`config.mk`:
```
export PLATFORM = sky130hd
export DESIGN_NAME = pipe_stage_reg
export DESIGN_NICKNAME = d
export VERILOG_FILES = /design/src/rtl/diaosi_types_pkg.sv /design/src/rtl/pipe_sat_counter.sv /design/src/rtl/pipe_stage_reg.sv
export SDC_FILE = /design/constraint.sdc
export NUM_CORES = 1
export LEC_CHECK = 0
export CAP_MARGIN = 20
export CORE_AREA = 4 4 80 82
export DETAILED_ROUTE_END_ITERATION = 16
export DIE_AREA = 0 0 84 86
export GPL_ROUTABILITY_DRIVEN = 0
export PLACE_DENSITY = 0.92
export SETUP_SLACK_MARGIN = 0.05
export SLEW_MARGIN = 20
export SYNTH_ARGS = -nofsm -noshare
export SYNTH_HDL_FRONTEND = slang
export SYNTH_SLANG_ARGS = --single-unit
```
`constraint.sdc`:
```
create_clock -name CLK -period 3.5 [get_ports CLK]
set_input_delay 0.7 -clock CLK [delete_from_list [all_inputs] [get_ports CLK]]
set_output_delay 0.7 -clock CLK [all_outputs]
set_load 0.01 [all_outputs]
```
`src/rtl/diaosi_types_pkg.sv`:
```
// Shared pipeline types: the elastic stage state encoding and the
// performance counter width bound.
package diaosi_types_pkg;

  typedef enum logic [1:0] {
    PS_EMPTY = 2'd0,
    PS_HALF  = 2'd1,
    PS_FULL  = 2'd2
  } pstate_t;

  localparam int PS_CNT_MAX_W = 32;

endpackage

```
`src/rtl/pipe_sat_counter.sv`:
```
// Saturating up-counter with synchronous clear; sticks at all-ones.
module pipe_sat_counter #(
  parameter int CNT_W = 16
) (
  input  logic             CLK,
  input  logic             clr,
  input  logic             inc,
  output logic [CNT_W-1:0] cnt
);

  logic [CNT_W-1:0] cnt_q;
  logic [CNT_W-1:0] cnt_d;

  always_comb begin
    cnt_d = cnt_q;
    if (inc && (cnt_q != {CNT_W{1'b1}})) begin
      cnt_d = cnt_q + CNT_W'(1);
    end
  end

  always_ff @(posedge CLK) begin
    if (clr) begin
      cnt_q <= '0;
    end else begin
      cnt_q <= cnt_d;
    end
  end

  assign cnt = cnt_q;

endmodule

```
`src/rtl/pipe_stage_reg.sv`:
```
// Elastic pipeline register with 2-entry skid buffer, flush and hold.
// Optional stall/bubble counters are built when PIPE_STAGE_PERF_EN is defined.
module pipe_stage_reg
  import diaosi_types_pkg::*;
#(
  parameter int WIDTH          = 32,
  parameter int CLEAR_ON_FLUSH = 1,
  parameter int CNT_W          = 16
) (
  input  logic             CLK,
  input  logic             RST,
  input  logic             flush,
  input  logic             hold,
  input  logic             in_valid,
  output logic             in_ready,
  input  logic [WIDTH-1:0] in_data,
  output logic             out_valid,
  input  logic             out_ready,
  output logic [WIDTH-1:0] out_data,
`ifdef PIPE_STAGE_PERF_EN
  output logic [CNT_W-1:0] stall_cnt,
  output logic [CNT_W-1:0] bubble_cnt,
`endif
  output logic [1:0]       dbg_state
);

  if ((WIDTH < 1) || (WIDTH > 1024)) begin : g_bad_width
    $error("pipe_stage_reg: WIDTH out of range");
  end
  if ((CNT_W < 1) || (CNT_W > PS_CNT_MAX_W)) begin : g_bad_cnt_w
    $error("pipe_stage_reg: CNT_W out of range");
  end

  // Handshake: a beat moves on a side only in a cycle where valid and ready
  // are both high at the rising edge; ready never depends on same-side valid.
  pstate_t          state_q, state_d;
  logic [WIDTH-1:0] main_q, main_d;
  logic [WIDTH-1:0] skid_q, skid_d;
  logic             acc, deq;

  assign out_valid = (state_q != PS_EMPTY);
  assign out_data  = main_q;
  assign in_ready  = (state_q != PS_FULL) && !flush && !RST;
  assign acc       = in_valid && in_ready;
  assign deq       = out_valid && out_ready && !hold;
  assign dbg_state = state_q;

  always_comb begin
    state_d = state_q;
    main_d  = main_q;
    skid_d  = skid_q;
    if (flush) begin
      state_d = PS_EMPTY;
      if (CLEAR_ON_FLUSH != 0) begin
        main_d = '0;
        skid_d = '0;
      end
    end else begin
      case (state_q)
        PS_EMPTY: begin
          if (acc) begin
            main_d  = in_data;
            state_d = PS_HALF;
          end
        end
        PS_HALF: begin
          if (acc && deq) begin
            main_d = in_data;
          end else if (acc) begin
            skid_d  = in_data;
            state_d = PS_FULL;
          end else if (deq) begin
            state_d = PS_EMPTY;
          end
        end
        PS_FULL: begin
          if (deq) begin
            main_d  = skid_q;
            state_d = PS_HALF;
          end
        end
        default: state_d = PS_EMPTY;
      endcase
    end
  end

  always_ff @(posedge CLK) begin
    if (RST) begin
      state_q <= PS_EMPTY;
      main_q  <= '0;
      skid_q  <= '0;
    end else begin
      state_q <= state_d;
      main_q  <= main_d;
      skid_q  <= skid_d;
    end
  end

`ifdef PIPE_STAGE_PERF_EN
  pipe_sat_counter #(.CNT_W(CNT_W)) u_stall_cnt (
    .CLK (CLK),
    .clr (RST),
    .inc (out_valid && !(out_ready && !hold)),
    .cnt (stall_cnt)
  );

  pipe_sat_counter #(.CNT_W(CNT_W)) u_bubble_cnt (
    .CLK (CLK),
    .clr (RST),
    .inc (!out_valid),
    .cnt (bubble_cnt)
  );
`endif

endmodule

```
# [After elaboration in Yosys (flattened, before gate mapping)]
# Cells that the tools add are included.
[totals] word_cells=38 regBits=66
[classes] bitwise=1 reduce_logical=16 n_mux=10 n_eq_ne=8
[op_table] op="2-to-1 mux 32 bit" n=3
[op_table] op="case mux 32 bit (3 select lines)" n=1
[op_table] op="2-to-1 mux 2 bit" n=5
[op_table] op="!= test 2 bit, second input constant" n=5
[op_table] op="AND reduction 4 bit" n=2
[op_table] op="logical AND 1 bit" n=6
[op_table] op="case mux 2 bit (3 select lines)" n=1
[op_table] op="zero test 1 bit" n=3
[op_table] op="!= test 3 bit, second input constant" n=1
[op_table] op="AND reduction 3 bit" n=1
[op_table] op="nonzero test 3 bit" n=1
[op_table] op="== test 2 x 1 -> 1 bit, second input constant" n=1
[op_table] op="== test 2 bit, second input constant" n=1
[op_table] op="zero test 2 bit" n=1
[op_table] op="nonzero test 2 bit" n=1
[op_table] op="OR reduction 2 bit" n=1
[op_table] op="inverter 1 bit" n=1

# [Depth between registers and ports, before layout]
[logic_depth] word_depth=7 mapped_depth=6 mapped_depth_nobuf=4

# [Worst setup path before layout]
# OpenSTA, ideal clock, no wires.
[synth_timing] path_type="in2out" from="input flush" to="output in_ready" stages=4 slack_ns=1.294 arrival_ns=1.506 required_time_ns=2.800 path_buffers=2 path_cell_list="or2_2 clkbuf_1 buf_1 nor2b_1"
[synth_via] elab_chain_cells=3
[synth_lines] element="start, declared" line_no="pipe_stage_reg.sv:12" text="input logic flush,"
[synth_lines] element="zero test 1 bit" line_no="pipe_stage_reg.sv:43" text="assign in_ready = (state_q != PS_FULL) && !flush && !RST;"
[synth_lines] element="logical AND 1 bit (2 in a row)" line_no="pipe_stage_reg.sv:43"
[synth_lines] element="end, declared" line_no="pipe_stage_reg.sv:15" text="output logic in_ready,"
# Every way passes these cells.

# [Final worst setup path]
# Ends and elaborated chain as after synthesis.

==> impl_metrics.yaml <==
outcome:
  outcome: "finished, final reports clean"
routing:
  first_iter_violations: 103
  drt.antenna.violating_nets: 0
  drt_pass1_iterations: 4
  drt-total-wl_um: 6489
  wl_per_cell_um: 14.45
  drcViolationCount: 0
  routed_via_density: 5.278
  num_vias: 2370
clock_network:
  post_cts_resized: 0
  numCtsBuffers: 9
  clkSlewWorstSetupHoldPaths_ps: 70
  clock_sinks: 66
  cts.path.max_buffers: 2
  postCtsSetupRepairBufs: 0
  cts_tree: "yes"
  clockRootBuffer: "clkbuf_8"
  worstSkewPairLatency_ps: 340
  hold_buffers: 0
  htree_levels: 3
timing:
  finClkSkew_ps: 8.947
  rsz0062_at_grt: "no"
  whs_ps: 454.5
  finalSetupTns_ps: 0
  tightest_slew_ps: 834.0
  min_period_ps: 2872
  fin_ws_ps: 627.5
  setup_viol: 0
  drv_slew: 0
  timing.final.crit_share_pct: 82.07
  slew_headroom_pct: 44.40
  fmax_mhz: 348.1
  hold_viol: 0
critical_path:
  end_kind: "output port"
  critical_path_class: "in -> out"
  slowest_stage: "clkdlybuf4s50_1"
  r2r_slack_ps: 1550
  arrival_ps: 2170
  crit_chain: "clkdlybuf4s50_1, or2_2, nor2b_1, clkdlybuf4s50_1"
  slowest_delay_ps: 570
  path_max_fanout: 2
  r2r_start: "dbg_state[1]$_SDFFE_PP0P_"
  crit_required_ps: 2800
  crit_top_cell: "clkdlybuf4s50_1"
  reg2reg_to: "out_data[1]$_SDFFE_PP0P_"
  startpoint: "flush"
  cp-start-kind: "primary input"
  rr_worst_depth: 5
synthesis:
  syn-num-nets: 344
  yosysSeqAreaShare_pct: 46.66
  yosys-top-cells-area: "dfxtp_1 (47%), a211oi_2 (12%), mux2i_1 (11%)"
  synth_edf_count: 0
  synth-async-reset-ratio_pct: 0
  syn-cell-area_sq_um: 2831
  yosys_warnings: 0
  ys.flop_type: "dfxtp_1"
  synthCells: 306
  synth_top_area_cell: "dfxtp_1"
  synth_top_area_share_pct: 46.66
  ys_types: 24
  synth_seq_cells: 66
  syn_avg_cell_area_sq_um: 9.253
grt:
  grt_pass1_vias: 2303
  antenna_found_initial: 0
  grt-ovfl-total: 0
  grt_usage_pct: 18.62
  grt_pass1_wl_um: 10810
  grt_max_degree: 68
power_and_ir_drop:
  p_int_mw: 1.178
  seqPwrFrac_pct: 49.0
  total_power_mw: 1.578
  swShare_pct: 25.31
  cellLeakagePower_nw: 1.420
  p_sw_mw: 0.3992
  pwr-share-clk_pct: 39.8
  comb_power_share_pct: 11.3
  ir_drop_uv: 245.6
  power_density_nw_per_um2: 419.0
floorplanning:
  core_sq_um: 5746
  die_w_um: 84
  rows: 28
  dieArea_sq_um: 7224
  ios: 74
  initial_utilization_pct: 49.28
  die_h_um: 86
place:
  dp_slack_ps: 658.5
  port_buffers: 73
  place_hpwl_um: 4153
hold_path:
  min_path_cells: 2
  min_to: "skid_q[20]$_SDFFE_PP0P_"
  min-delay-start: "skid_q[20]$_SDFFE_PP0P_"
  hold_path_class: "reg -> reg"
finish:
  final_nets: 407
  drive_gt1_share_pct: 14.71
  antenna_cells: 0
  area_growth_pct: 32.97
run:
  drv_cap: 0
through the flow:
step / utilization [%] / cells / instance area [sq um]
after global placement: 62.15 / 433 / 3571
after global routing: 65.53 / 449 / 3765
after CTS: 65.53 / 449 / 3765
final: 65.53 / 449 / 3765
after floorplan: - / 306 / 2831
after detailed placement: 62.15 / 433 / 3571
state kept, by name, summed over array words and instances (netlist names):
register   cells
out_data      32
skid_q        32
dbg_state      2
synth_stat cells (2+ instances only):
master    instances
a211oi_1          5
a211oi_2         28
a21oi_1          33
buf_1             2
buf_2             5
buf_4             3
buf_6             3
clkbuf_1         13
dfxtp_1          66
mux2i_1          32
nand2_1          67
nand2b_1          2
nor2_1           33
nor2b_1           3
or2_2             2
final cells by class:
class	instances	area (sq um)
multi-input cells	214	1375
clock buffers	9	123.9
flip-flops and latches	66	1321
well taps	75	93.84
fillers	467	1981
repair buffers	78	780.7
clock inverters	7	70.07
power groups by stage:
stage          clock network [mW]  logic (mW)  registers (mW)
3_3_place_gp                    0       0.172           0.789
3_5_place_dp                    0       0.178           0.790
2_1_floorplan                   0      0.0918           0.792
5_1_grt                     0.675       0.193           0.774
6_report                    0.627       0.178           0.772
4_1_cts                     0.636       0.179           0.772
critical path, delay by kind of cell:
family	cells	cell delay (ps)
and+or+nand+nor	2	480
buffers and inverters	2	990
worst max-delay path by stage:
stage	end	slack [ps]	cells after the start
2_1_floorplan	in_ready	1290	4
3_3_place_gp	in_ready	640	4
3_5_place_dp	in_ready	660	4
4_1_cts	in_ready	640	4
5_1_grt	in_ready	590	4
6_report	in_ready	630	4
logic make-up (layout without fill, tap and decap cells):
| logic type | after synthesis | in the layout | share of synthesized area [%] |
|---|---|---|---|
| compound gates | 69 | 69 | 20.72 |
| buf+inv | 26 | 94 | 4.861 |
| flops | 66 | 66 | 46.66 |
| mux | 32 | 32 | 11.31 |
| simple gates | 113 | 113 | 16.44 |
cell usage in the layout (no fill, tap or decap), drive strengths merged, types with 2 or more instances in the layout:
cell type      count
clkdlybuf4s50     73
nand2             67
dfxtp             66
nor2              33
a21oi             33
a211oi            33
mux2i             32
clkbuf             9
buf                5
clkinvlp           4
nor2b              3
or2                2
clkinv             2
nand2b             2
routing by layer:
metal	GRT usage [%]	share of wire, %
met1	21.38	42
met4	8.626	2.1
met3	4.995	5.3
met5	0	0
met2	32.39	50
Power figures use the tool's default switching activity.
